`src/rtl/data_cache_pkg.sv`:
```
// Shared types, widths and address field helpers for the data cache.
package data_cache_pkg;

  localparam int ADDR_W     = 8;
  localparam int DATA_W     = 8;
  localparam int BLOCK_W    = 32;
  localparam int MEM_ADDR_W = 6;

  typedef enum logic [1:0] {
    IDLE      = 2'd0,
    WRITEBACK = 2'd1,
    FETCH     = 2'd2,
    UPDATE    = 2'd3
  } state_e;

  // Block address: the byte address with the in-block offset removed.
  function automatic logic [MEM_ADDR_W-1:0] blk_of(input logic [ADDR_W-1:0] a);
    return a[ADDR_W-1:ADDR_W-MEM_ADDR_W];
  endfunction

  function automatic logic [ADDR_W-MEM_ADDR_W-1:0] offset_of(input logic [ADDR_W-1:0] a);
    return a[ADDR_W-MEM_ADDR_W-1:0];
  endfunction

  // Index and tag are returned at full block-address width; the caller
  // narrows them to its own INDEX_W / tag width.
  function automatic logic [MEM_ADDR_W-1:0] index_of(input logic [ADDR_W-1:0] a, input int iw);
    return blk_of(a) & ((MEM_ADDR_W'(1) << iw) - MEM_ADDR_W'(1));
  endfunction

  function automatic logic [MEM_ADDR_W-1:0] tag_of(input logic [ADDR_W-1:0] a, input int iw);
    return blk_of(a) >> iw;
  endfunction

endpackage

```
`src/rtl/data_cache_ctrl.sv`:
```
// Miss-handling FSM: state register, memory strobes and CPU stall.
//
//   state     | meaning
//   ----------+------------------------------------------------------
//   IDLE      | serving hits; a miss raises busywait and leaves
//   WRITEBACK | dirty victim block being written to memory
//   FETCH     | requested block being read from memory
//   UPDATE    | fetched block written into the line, then back to IDLE
module data_cache_ctrl
  import data_cache_pkg::*;
(
  input  logic       clk,
  input  logic       reset_n,
  input  logic       req,
  input  logic       hit,
  input  logic       victim_dirty,
  input  logic       mem_busywait,
  output logic [1:0] state,
  output logic       busywait,
  output logic       mem_read,
  output logic       mem_write,
  output logic       miss_start
);

  state_e state_r;
  state_e next_state;

  assign state = state_r;

  // State register with synchronous active-low reset; reset aborts any transfer.
  always_ff @(posedge clk) begin
    if (!reset_n) state_r <= IDLE;
    else          state_r <= next_state;
  end

  // Next-state and output decode; memory strobes depend on state only.
  always_comb begin
    next_state = state_r;
    busywait   = 1'b0;
    mem_read   = 1'b0;
    mem_write  = 1'b0;
    miss_start = 1'b0;
    case (state_r)
      IDLE: begin
        // Gated with reset so a held request cannot stall the CPU during reset.
        if (req && !hit && reset_n) begin
          busywait   = 1'b1;
          miss_start = 1'b1;
          next_state = victim_dirty ? WRITEBACK : FETCH;
        end
      end
      WRITEBACK: begin
        busywait  = 1'b1;
        mem_write = 1'b1;
        if (!mem_busywait) next_state = FETCH;
      end
      FETCH: begin
        busywait = 1'b1;
        mem_read = 1'b1;
        if (!mem_busywait) next_state = UPDATE;
      end
      UPDATE: begin
        busywait   = 1'b1;
        next_state = IDLE;
      end
      default: next_state = IDLE;
    endcase
  end

endmodule

```
`src/rtl/data_cache.sv`:
```
// Direct-mapped, write-back, write-allocate data cache.
// Optional hit/miss statistics ports are built when DATA_CACHE_STATS_EN is defined.
module data_cache
  import data_cache_pkg::*;
#(
  parameter int INDEX_W  = 3,
  parameter int OFFSET_W = 2
) (
  input  logic                  CLK,
  input  logic                  RESET,
  input  logic                  READ,
  input  logic                  WRITE,
  input  logic [ADDR_W-1:0]     ADDRESS,
  input  logic [DATA_W-1:0]     WRITEDATA,
  output logic [DATA_W-1:0]     READDATA,
  output logic                  BUSYWAIT,
  output logic                  MEM_READ,
  output logic                  MEM_WRITE,
  output logic [MEM_ADDR_W-1:0] MEM_ADDRESS,
  output logic [BLOCK_W-1:0]    MEM_WRITEDATA,
  input  logic [BLOCK_W-1:0]    MEM_READDATA,
  input  logic                  MEM_BUSYWAIT
`ifdef DATA_CACHE_STATS_EN
  ,
  output logic [15:0]           HIT_COUNT,
  output logic [15:0]           MISS_COUNT
`endif
);

  localparam int TAG_W = MEM_ADDR_W - INDEX_W;
  localparam int LINES = 1 << INDEX_W;

  logic [BLOCK_W-1:0]    data_arr [LINES];
  logic [TAG_W-1:0]      tag_arr  [LINES];
  logic [LINES-1:0]      valid;
  logic [LINES-1:0]      dirty;

  logic [INDEX_W-1:0]    idx;
  logic [TAG_W-1:0]      tag;
  logic [OFFSET_W-1:0]   off;
  logic [MEM_ADDR_W-1:0] m_blk;
  logic [INDEX_W-1:0]    m_idx;
  logic [TAG_W-1:0]      m_tag;
  logic [BLOCK_W-1:0]    fetch_buf;
  logic [BLOCK_W-1:0]    cur_line;
  logic [1:0]            state;
  logic                  req, hit, in_idle, in_update, in_fetch, miss_start, wr_hit;

  assign idx = INDEX_W'(index_of(ADDRESS, INDEX_W));
  assign tag = TAG_W'(tag_of(ADDRESS, INDEX_W));
  assign off = OFFSET_W'(offset_of(ADDRESS));

  // The miss block address is captured when leaving IDLE so the refill
  // targets the right line even if the CPU misbehaves mid-miss.
  assign m_idx = m_blk[INDEX_W-1:0];
  assign m_tag = m_blk[MEM_ADDR_W-1:INDEX_W];

  assign req       = READ | WRITE;
  assign hit       = valid[idx] && (tag_arr[idx] == tag);
  assign in_idle   = (state_e'(state) == IDLE);
  assign in_fetch  = (state_e'(state) == FETCH);
  assign in_update = (state_e'(state) == UPDATE);
  assign wr_hit    = in_idle && WRITE && hit && RESET;
  assign cur_line  = data_arr[idx];

  data_cache_ctrl u_ctrl (
    .clk          (CLK),
    .reset_n      (RESET),
    .req          (req),
    .hit          (hit),
    .victim_dirty (valid[idx] & dirty[idx]),
    .mem_busywait (MEM_BUSYWAIT),
    .state        (state),
    .busywait     (BUSYWAIT),
    .mem_read     (MEM_READ),
    .mem_write    (MEM_WRITE),
    .miss_start   (miss_start)
  );

  // Load data only for a pure read that hits in IDLE; zero otherwise.
  assign READDATA = (in_idle && READ && !WRITE && hit) ? cur_line[{off, 3'b000} +: DATA_W] : '0;

  // Memory-side address/data follow the active strobe.
  always_comb begin
    MEM_ADDRESS   = '0;
    MEM_WRITEDATA = '0;
    if (MEM_WRITE) begin
      MEM_ADDRESS   = {tag_arr[m_idx], m_idx};
      MEM_WRITEDATA = data_arr[m_idx];
    end else if (MEM_READ) begin
      MEM_ADDRESS   = m_blk;
    end
  end

  // Miss address capture and fetched-block holding register.
  always_ff @(posedge CLK) begin
    if (!RESET) begin
      m_blk     <= '0;
      fetch_buf <= '0;
    end else begin
      if (miss_start)                fetch_buf <= fetch_buf;
      if (miss_start)                m_blk     <= ADDRESS[ADDR_W-1:OFFSET_W];
      if (in_fetch && !MEM_BUSYWAIT) fetch_buf <= MEM_READDATA;
    end
  end

  // Valid/dirty bookkeeping: refill makes a line clean, a write hit dirties it.
  always_ff @(posedge CLK) begin
    if (!RESET) begin
      valid <= '0;
      dirty <= '0;
    end else if (in_update) begin
      valid[m_idx] <= 1'b1;
      dirty[m_idx] <= 1'b0;
    end else if (wr_hit) begin
      dirty[idx] <= 1'b1;
    end
  end

  // Data and tag storage; no reset needed since valid qualifies them.
  always_ff @(posedge CLK) begin
    if (RESET) begin
      if (in_update) begin
        data_arr[m_idx] <= fetch_buf;
        tag_arr[m_idx]  <= m_tag;
      end else if (wr_hit) begin
        data_arr[idx][{off, 3'b000} +: DATA_W] <= WRITEDATA;
      end
    end
  end

`ifdef DATA_CACHE_STATS_EN
  logic after_refill;

  // Saturating counters; the hit that completes a refilled miss is not a hit.
  always_ff @(posedge CLK) begin
    if (!RESET) begin
      HIT_COUNT    <= '0;
      MISS_COUNT   <= '0;
      after_refill <= 1'b0;
    end else begin
      after_refill <= in_update;
      if (in_idle && req && hit && !after_refill && (HIT_COUNT != 16'hFFFF))
        HIT_COUNT <= HIT_COUNT + 16'd1;
      if (miss_start && (MISS_COUNT != 16'hFFFF))
        MISS_COUNT <= MISS_COUNT + 16'd1;
    end
  end
`else
  // Statistics counters are not built in this configuration.
`endif

endmodule

```
`config.mk`:
```
export PLATFORM = sky130hd
export DESIGN_NAME = data_cache
export DESIGN_NICKNAME = d
export VERILOG_FILES = /design/src/rtl/data_cache_pkg.sv /design/src/rtl/data_cache_ctrl.sv /design/src/rtl/data_cache.sv
export SDC_FILE = /design/constraint.sdc
export NUM_CORES = 1
export LEC_CHECK = 0
export CELL_PAD_IN_SITES_DETAIL_PLACEMENT = 0
export CELL_PAD_IN_SITES_GLOBAL_PLACEMENT = 2
export CORE_MARGIN = 1.5
export CORE_UTILIZATION = 42
export CTS_CLUSTER_DIAMETER = 100
export DETAILED_ROUTE_END_ITERATION = 8
export PLACE_DENSITY_LB_ADDON = 0.1
export SLEW_MARGIN = 5
export SYNTH_ARGS = -nofsm -noshare
export SYNTH_HDL_FRONTEND = slang
export SYNTH_SLANG_ARGS = --single-unit
```
`constraint.sdc`:
```
create_clock -name CLK -period 6.12 [get_ports CLK]
set_input_delay 1.53 -clock CLK [delete_from_list [all_inputs] [get_ports CLK]]
set_output_delay 1.53 -clock CLK [all_outputs]
set_load 0.1 [all_outputs]
```
==> results of run 1 <==
==> layer usage <==
metal	up-vias	routed length [µm]
met1	6094	24000
met4	2	1545
met5	-	13
met3	89	4599
met2	579	25720
li1	5241	-
==> flip-flops by register name, indices dropped and copies added (netlist names), named ones only <==
name          count
data_arr        256
fetch_buf        32
valid             8
dirty             8
m_blk             6
u_ctrl.state      2
tag_arr          24
==> Yosys cell counts, drive strengths merged (2+ instances only) <==
cell type | instances | area share (%)
or2 | 6 | 0.23
o211ai | 2 | 0.091
inv | 13 | 0.29
nor3 | 17 | 0.51
or3 | 5 | 0.22
nand2b | 10 | 0.38
a21o | 8 | 0.36
dfxtp | 59 | 7.1
mux2i | 65 | 3.9
ha | 9 | 0.68
nor3b | 4 | 0.18
a31oi | 2 | 0.076
edfxtp | 280 | 51
nor2 | 65 | 1.5
buf | 36 | 1.3
nand2 | 144 | 3.3
mux4 | 87 | 12
o311ai | 2 | 0.11
clkbuf | 60 | 1.4
clkinv | 2 | 0.045
nor2b | 39 | 1.5
a221o | 3 | 0.18
mux2 | 43 | 2.9
a221oi | 4 | 0.21
o221a | 3 | 0.20
o31ai | 2 | 0.091
o21ai | 95 | 2.9
o22ai | 43 | 1.6
o221ai | 14 | 0.74
a211oi | 16 | 0.73
a311oi | 3 | 0.16
and3 | 4 | 0.15
a22oi | 3 | 0.22
nand3 | 12 | 0.36
nor4 | 29 | 1.1
a21oi | 72 | 2.2
==> cell type report <==
class / instances / area, µm²
fillers: 3377 / 18540
flip-flops and latches: 339 / 9595
clock buffers: 43 / 1033
well taps: 518 / 648.1
repair buffers: 202 / 1882
clock inverters: 27 / 286.5
inverters: 15 / 56.30
multi-input cells: 820 / 6698
==> worst min path at each step <==
| stage | startpoint | cells past startpoint | slack (ps) | to |
|---|---|---|---|---|
| floorplan | valid[7]$_SDFFE_PN0P_ | 2 | 420 | valid[7]$_SDFFE_PN0P_ |
| global placement | valid[6]$_SDFFE_PN0P_ | 1 | 430 | valid[6]$_SDFFE_PN0P_ |
| detailed placement | valid[3]$_SDFFE_PN0P_ | 1 | 430 | valid[3]$_SDFFE_PN0P_ |
| CTS | valid[7]$_SDFFE_PN0P_ | 2 | 440 | valid[7]$_SDFFE_PN0P_ |
| global route | valid[7]$_SDFFE_PN0P_ | 2 | 460 | valid[7]$_SDFFE_PN0P_ |
| finish | valid[7]$_SDFFE_PN0P_ | 2 | 440 | valid[7]$_SDFFE_PN0P_ |
==> cell families after synthesis <==
group | Yosys count
DFF | 339
buffers and inverters | 111
muxes | 195
adders and majority gates | 9
AOI/OAI and AO/OA | 277
and+or+nand+nor | 339
==> critical path, stage by stage <==
cell      delay (ps)
buf_2            540
nand2_2          400
nor2_1           240
or2_2            140
o2111a_1         320
nand3_1          110
buf_4            210
a311oi_2         410
buf_12           230
==> through the flow <==
step                      power (mW)  area [µm²]  instances
final                          7.098       20200       1964
after global routing           7.346       20200       1964
after CTS                      7.147       20200       1964
after detailed placement       4.761       18880       1894
after global placement         4.755       18880       1894
after floorplan                4.147       16590       1270
==> power by group through the flow <==
stage | clock [mW] | sequential [mW] | combinational (mW)
floorplan | 0 | 2.68 | 1.46
global placement | 0 | 2.79 | 1.96
detailed placement | 0 | 2.80 | 1.96
CTS | 2.43 | 2.75 | 1.97
global route | 2.52 | 2.76 | 2.07
finish | 2.40 | 2.74 | 1.96
==> cell usage in the layout (no fill, tap or decap), types with 3 or more instances in the layout <==
master	Yosys	routed
a221oi_1	4	4
clkbuf_16	0	41
nor4_2	0	17
o22ai_1	43	43
a211oi_2	0	4
and3_1	4	4
bufinv_16	0	6
inv_1	13	13
o21ai_1	7	7
nand3_1	12	12
nor4_1	29	7
buf_4	5	102
o221ai_1	14	14
clkinv_2	0	7
buf_12	0	12
a21o_1	8	8
nor2b_1	39	38
mux2_2	43	43
nand2_1	142	142
nor3b_1	4	4
o221a_2	3	3
nor4_4	0	5
nand2b_1	10	10
a221o_1	3	3
clkinv_1	2	11
nor2_2	5	5
nor3_1	17	16
o21ai_0	88	88
ha_1	9	8
a21oi_1	72	72
or3_1	4	4
a211oi_1	16	12
mux4_2	87	87
clkdlybuf4s50_1	0	87
dfxtp_1	59	56
or2_2	4	4
mux2i_1	65	65
nor2_1	60	60
edfxtp_1	280	280
==> flow_metrics.tcl, run 1 <==
set metrics [dict create \
    cts-buffers-inserted 38 \
    r2r_slack_ps 2630 \
    synthAdderAreaFrac_pct 0.6800 \
    placementRows 72 \
    clk_latency_ps 540 \
    peakVddDrop_mv 0.1841 \
    drc 0 \
    final-setup-viol-count 0 \
    synth.distinct_cells 56 \
    period_share_pct 93.25 \
    boundaryPins 102 \
    holdWs_ps 444.5 \
    cts_tree "yes" \
    root_buffer "clkbuf_16" \
    cts.sinks 339 \
    first_pass_iters 5 \
    endpoint "READDATA[2]" \
    syn2layout_area_growth_pct 21.97 \
    drt_iter0_markers 1350 \
    grt_start_max_net_pins 42 \
    synthFlopType "edfxtp_1" \
    synth-simple-area-share_pct 9.633 \
    grt-ovfl-total 0 \
    pre_cts_ws_ps 452.6 \
    syn-num-nets 1332 \
    cts_max_level 2 \
    r2r-start "tag_arr[2][0]$_DFFE_PP_" \
    startpoint_type "input pin" \
    drtAntennaViolNets 0 \
    power_density_nw_per_um2 351.4 \
    grt_pass1_vias 11770 \
    synth_edf_count 280 \
    internal_power_mw 4.752 \
    cts_resized 0 \
    synth-compound-area-share_pct 10.13 \
    dr_total_vias 12010 \
    fin_tns_setup_ps 0 \
    final-hold-violation-count 0 \
    worst_r2r_endpoint "data_arr[6][12]$_DFFE_PP_" \
    grt_first_pass_wirelength_mm 81.81 \
    core-area_um2 38740 \
    grt_usage_pct 27.66 \
    utilization_pct 52.14 \
    dp_hpwl_mm 40.43 \
    top_usage_layer "met2" \
    routedWlPerCell_um 28.45 \
    slew_headroom_pct 19.30 \
    startpoint "ADDRESS[2]" \
    yosysSeqAreaShare_pct 57.90 \
    clock.fmax_mhz 175.2 \
    avgSynthCellArea_um2 13.04 \
    status "finished clean" \
    reg2regPathDepth 7 \
    hold_buffers 0 \
    yosys_warnings 0 \
    cp_data_arrival_time_ps 4180 \
    worst-path-max-fanout 23 \
    gp_congestion 0.9127 \
    antenna_found_initial 1 \
    dieArea_um2 40630 \
    initial_core_util_pct 42.75 \
    post_cts.repair.setup_buffers 0 \
    gr-usage-met2_pct 43.42 \
    routed_wl_mm 55.88 \
    io_buffer_count 101 \
    die_h_um 201.6 \
    synth_top_family_by_area "multiplexers" \
    synthArstFlopShare_pct 0 \
    path_clk_slew_ps 50 \
    finalNetCount 1478 \
    viasPerCell 6.113 \
    worst_pin_slew_ps 1211 \
    chipWidth_um 201.6 \
    grt_use_met3_pct 4.470 \
    switchingPower_mw 2.346 \
    pwr-share-seq_pct 38.6 \
    rsz0062_at_grt "no" \
    synthXorXnorAreaFrac_pct 0 \
    power.leakage_nw 6.715 \
    switching_share_pct 33.06 \
    clk_path_buf_depth 3 \
    layout-drive-gt1-share_pct 24.41 \
    syn_inst 1270 \
    slew_violations 0 \
    pwr-share-comb_pct 27.5 \
    synth.mux.area_fraction_pct 18.68 \
    hold_class "register to register" \
    setup_ws_ps 413.1 \
    required_ps 4590 \
    path_class "input pin to output port" \
    use_met1_pct 39.52 \
    period_needed_ps 5707 \
    worstSetupEndpointType "output port" \
    clkPwrFrac_pct 33.8 \
    num_antenna_cells 0 \
    ys_ff_latch 339 \
    syn_area_um2 16560 \
    maxCapViolations 0 \
    fin_skew_ps 14.62 \
]
(Power assumes the default switching activity.)
==> run 2: changes to the inputs <==
Settings changed: GPL_TIMING_DRIVEN set to 1, SLEW_MARGIN 5 to 20.
==> flow_metrics.tcl, run 2 (synthesized netlist as in run 1, its figures left out) <==
set metrics [dict create \
    worst_pin_slew_ps 1120 \
    final_cell_count_no_fill 1962 \
    grt_pass1_vias 11820 \
    grt-ovfl-total 0 \
    worstSetupEndpointType "output port" \
    internal_power_mw 4.627 \
    worst_r2r_endpoint "data_arr[0][30]$_DFFE_PP_" \
    reg_top3 "data_arr x256, fetch_buf x32, tag_arr x24" \
    regMostFlops "data_arr" \
    first_pass_iters 7 \
    fin_skew_ps 16.47 \
    clkPwrFrac_pct 32.5 \
    startpoint_type "input pin" \
    path_class "input pin to output port" \
    required_ps 4590 \
    grt_first_pass_wirelength_mm 81.30 \
    cts-buffers-inserted 38 \
    grt_usage_pct 27.54 \
    status "finished clean" \
    pwr-share-comb_pct 28.1 \
    r2r-start "tag_arr[0][1]$_DFFE_PP_" \
    drc 0 \
    pre_cts_ws_ps 476.9 \
    multiInputGateArea_um2 6704 \
    root_buffer "clkbuf_16" \
    fin_tns_setup_ps 0 \
    io_buffer_count 101 \
    cp_data_arrival_time_ps 4100 \
    post_cts.repair.setup_buffers 0 \
    min_to "valid[2]$_SDFFE_PN0P_" \
    n_fill_cell 3388 \
    period_share_pct 91.95 \
    largest_register_ffs 256 \
    boundaryPins 102 \
    rsz0062_at_grt "no" \
    grt_start_max_net_pins 42 \
    dr_total_vias 11990 \
    chipWidth_um 201.6 \
    syn2layout_area_growth_pct 21.40 \
    num_antenna_cells 0 \
    drtAntennaViolNets 0 \
    slew_violations 0 \
    clock.fmax_mhz 177.7 \
    worstHoldPathCells 1 \
    hold_class "register to register" \
    min_from "valid[2]$_SDFFE_PN0P_" \
    dp_hpwl_mm 40.34 \
    dieArea_um2 40630 \
    pwr-share-seq_pct 39.4 \
    final-setup-viol-count 0 \
    peakVddDrop_mv 0.1725 \
    maxCapViolations 0 \
    power_density_nw_per_um2 346.4 \
    path_clk_slew_ps 60 \
    switching_share_pct 33.57 \
    final_common_cell "edfxtp_1" \
    worst-path-max-fanout 23 \
    clk_latency_ps 540 \
    switchingPower_mw 2.338 \
    core-area_um2 38740 \
    place_inst 1894 \
    viasPerCell 6.109 \
    r2r_slack_ps 2710 \
    cts_max_level 2 \
    routedWlPerCell_um 28.46 \
    cts.sinks 339 \
    final-hold-violation-count 0 \
    slew_headroom_pct 25.34 \
    gp_congestion 0.9127 \
    layout-drive-gt1-share_pct 24.31 \
    antenna_found_initial 0 \
    setup_ws_ps 492.7 \
    drt_iter0_markers 1269 \
    routed_wl_mm 55.84 \
    reg2regPathDepth 7 \
    die_h_um 201.6 \
    clk_path_buf_depth 3 \
    cts_resized 0 \
    hold_buffers 0 \
    cts_tree "yes" \
    power.leakage_nw 6.665 \
    initial_core_util_pct 42.75 \
    final_cell_mix "280 x edfxtp_1, 142 x nand2_1, 102 x buf_4, 88 x o21ai_0" \
    utilization_pct 51.90 \
    regArea_um2 9595 \
    period_needed_ps 5627 \
    placementRows 72 \
    finalNetCount 1478 \
]
-- run 2: cell count changes in the layout (fill, tap and decap cells not counted), moves of 2 or more --
cell / previous run / this run
clkbuf_16: 41 / 39
clkinv_1: 11 / 6
inv_6: 0 / 2
clkbuf_1: 2 / 9
clkinv_4: 2 / 0
bufinv_16: 6 / 4
-- run 2: per-stage QoR --
step	hold WS [ps]	power (mW)	area, µm²
floorplan	418.0	4.147	16590
global placement	428.7	4.755	18880
detailed placement	433.5	4.761	18880
CTS	443.8	7.010	20100
global route	462.4	7.203	20110
finish	444.4	6.965	20110
-- run 2: metal layers --
metal	track usage [%]	part of all wire, %	vias up
met1	39.70	43	6100
met2	43.00	46	571
met3	4.227	7.9	86
met4	8.635	2.8	0
li1	-	-	5229
met5	0	0	-
-- run 2: layout make-up --
| type | instances | area share (%) |
|---|---|---|
| clock inverter | 20 | 1.045 |
| inverter | 15 | 0.2800 |
| multi-input combinational | 820 | 33.34 |
| tap | 518 | 3.224 |
| sequential | 339 | 47.73 |
| timing repair buffer | 202 | 9.360 |
| clock buffer | 48 | 5.022 |
-- run 2: power groups by stage --
stage | clock network (mW) | logic (mW) | registers [mW]
final | 2.26 | 1.96 | 2.74
after floorplan | 0 | 1.46 | 2.68
after global routing | 2.38 | 2.06 | 2.76
after detailed placement | 0 | 1.97 | 2.80
after global placement | 0 | 1.96 | 2.79
after CTS | 2.29 | 1.97 | 2.75
-- run 2: critical path, cell delays in order --
cell and delay [ps]:
buf_2 520, mux2i_1 270, o22ai_1 110, or3_4 390
a22oi_4 300, nand3_1 110, buf_4 210, a311oi_2 400
buf_12 230
-- run 2: how the worst max path moves through the flow --
stage                  end       start  slack [ps]
3_3_place_gp   READDATA[6]  ADDRESS[2]         480
5_1_grt        READDATA[2]  ADDRESS[2]         380
4_1_cts        READDATA[2]  ADDRESS[2]         480
3_5_place_dp   READDATA[2]  ADDRESS[2]         480
6_report       READDATA[2]  ADDRESS[2]         490
2_1_floorplan  READDATA[2]  ADDRESS[2]         240
==> run 3: changes to the inputs <==
Settings changed: CORE_UTILIZATION 42 to 43, SYNTH_HIERARCHICAL set to 1.
==> flow_metrics.tcl, run 3 <==
set metrics [dict create \
    synth_edf_count 280 \
    root_buffer "clkbuf_16" \
    final-setup-viol-count 0 \
    layout-drive-gt1-share_pct 23.19 \
    dieArea_um2 40540 \
    cts_resized 0 \
    boundaryPins 102 \
    worst-path-max-fanout 30 \
    synth_common_cells "280 x edfxtp_1, 130 x nand2_1, 91 x mux2i_1, 86 x mux4_2, 59 x dfxtp_1" \
    grt-ovfl-total 0 \
    first_pass_iters 5 \
    ys_ff_latch 339 \
    synth.most_common_cell "edfxtp_1" \
    reg_top3 "data_arr x256, fetch_buf x32, tag_arr x24" \
    place_inst 1874 \
    yosysSeqAreaShare_pct 56.69 \
    slew_violations 0 \
    synthArstFlopShare_pct 0 \
    worst_r2r_endpoint "data_arr[3][10]$_DFFE_PP_" \
    largest_register_ffs 256 \
    slew_headroom_pct 34.17 \
    cts_tree "yes" \
    grt_pass1_vias 11450 \
    chipWidth_um 201.3 \
    rsz0062_at_grt "no" \
    period_share_pct 94.19 \
    hold_class "register to register" \
    grt_start_max_net_pins 56 \
    required_ps 4590 \
    power_mw 6.633 \
    synthFlopType "edfxtp_1" \
    avgSynthCellArea_um2 13.53 \
    clk_path_buf_depth 3 \
    post_cts.repair.setup_buffers 0 \
    startpoint_type "input pin" \
    final_cell_mix "280 x edfxtp_1, 129 x nand2_1, 102 x buf_4, 91 x mux2i_1" \
    syn2layout_area_growth_pct 19.97 \
    n_fill_cell 3372 \
    clk_latency_ps 530 \
    synth.distinct_cells 66 \
    worst_pin_slew_ps 984.4 \
    final-hold-violation-count 0 \
    maxCapViolations 0 \
    synth_top_area_cell "edfxtp_1" \
    power_density_nw_per_um2 326.9 \
    cts-buffers-inserted 38 \
    worstSetupEndpointType "output port" \
    syn-num-nets 1311 \
    drc 0 \
    die_h_um 201.3 \
    yosys_warnings 6 \
    cp_data_arrival_time_ps 4230 \
    routed_wl_mm 53.07 \
    grt_first_pass_wirelength_mm 77.22 \
    cts_max_level 2 \
    final_cell_count_no_fill 1942 \
    finalNetCount 1457 \
    drt_iter0_markers 1106 \
    synth_top_area_share_pct 49.71 \
    reg2regPathDepth 7 \
    postLayoutCellArea_um2 20290 \
    synth.area.top_cells "edfxtp_1 50%, mux4_2 11%, dfxtp_1 7.0%, mux2i_1 5.4%, nand2_1 2.9%" \
    r2r-start "tag_arr[7][0]$_DFFE_PP_" \
    dr_total_vias 11660 \
    regMostFlops "data_arr" \
    peakVddDrop_mv 0.2437 \
    min_from "valid[1]$_SDFFE_PN0P_" \
    period_needed_ps 5764 \
    gp_congestion 0.8528 \
    grt_usage_pct 26.07 \
    status "finished clean" \
    routedWlPerCell_um 27.32 \
    clock.fmax_mhz 173.5 \
    holdWs_ps 453.8 \
    drtAntennaViolNets 0 \
    path_class "input pin to output port" \
    antenna_found_initial 1 \
    hold_buffers 0 \
    path_clk_slew_ps 60 \
    viasPerCell 6.005 \
    core-area_um2 38740 \
    min_to "valid[1]$_SDFFE_PN0P_" \
    power.leakage_nw 6.347 \
    r2r_slack_ps 2600 \
    dp_hpwl_mm 37.02 \
    fin_skew_ps 17.09 \
    final_common_cell "edfxtp_1" \
    placed_area_um2 18970 \
    initial_core_util_pct 43.67 \
    cts.sinks 339 \
    syn_area_um2 16910 \
    worstHoldPathCells 1 \
    placementRows 72 \
    syn_inst 1250 \
    io_buffer_count 101 \
]
## run 3: cell count changes in the layout (fill, tap and decap cells not counted), sizes merged, moves of 27 or more
cell	before	now
o21ai	95	43
a22oi	3	35
inv	15	44
nor4	29	2
a21boi	0	40
a21oi	72	27
nor2	65	33
## run 3: logic make-up (layout without fill, tap and decap cells)
logic type	after synthesis	in the layout	synth area share, %
fa+ha+maj	8	8	0.5918
simple gates	282	282	8.211
flops	339	339	56.69
other cells	0	1	0
compound gates	261	261	10.87
xor+xnor	1	1	0.05179
buf+inv	139	312	3.869
mux	220	220	19.72
## run 3: critical path: stages
cell      delay (ps)
buf_4            400
nor2_1           260
a221o_1          340
a222oi_1         530
a21oi_2          110
buf_4            260
and2_1           160
nand3b_2         270
nand2_1          160
buf_12           180
## run 3: worst max path at each step
stage          startpoint     endpoint  slack (ps)  cells past startpoint
2_1_floorplan  ADDRESS[2]  READDATA[1]        -710                      9
3_5_place_dp   ADDRESS[3]     BUSYWAIT         440                     10
5_1_grt        ADDRESS[3]     BUSYWAIT         310                     10
3_3_place_gp   ADDRESS[3]     BUSYWAIT         480                     10
6_report       ADDRESS[3]     BUSYWAIT         360                     10
4_1_cts        ADDRESS[3]     BUSYWAIT         430                     10
## run 3: layout make-up
type                       count  area [µm²]  area share (%)
tap                          518       648.1           3.194
timing repair buffer         202        1877           9.248
sequential                   339        9595           47.28
multi-input combinational    772        6694           32.99
inverter                      43       161.4          0.7954
clock buffer                  42       987.2           4.865
clock inverter                25       327.8           1.615
antenna                        1       2.502         0.01233
## run 3: per-stage QoR
| step | setup TNS, ps | setup slack (ps) | utilization [%] |
|---|---|---|---|
| final | 0 | 355.7 | 52.39 |
| after floorplan | -3420 | -712.6 | - |
| after global placement | 0 | 476.9 | 48.96 |
| after detailed placement | 0 | 441.5 | 48.98 |
| after global routing | 0 | 310.7 | 52.38 |
| after CTS | 0 | 426.9 | 52.37 |
## run 3: metal layers
layer | vias to the layer above | wire [µm] | global-route usage, %
met3 | 72 | 4305 | 5.313
met1 | 5897 | 22930 | 36.63
li1 | 5180 | - | -
met2 | 512 | 24520 | 41.03
met4 | 0 | 1314 | 7.569
met5 | - | 0 | 0
## run 3: power by group
part           internal [mW]  switching (mW)  total (mW)
registers               2.60          0.0967        2.69
logic                  0.492            1.03        1.53
clock network           1.50           0.916        2.41
total                   4.59            2.05        6.63
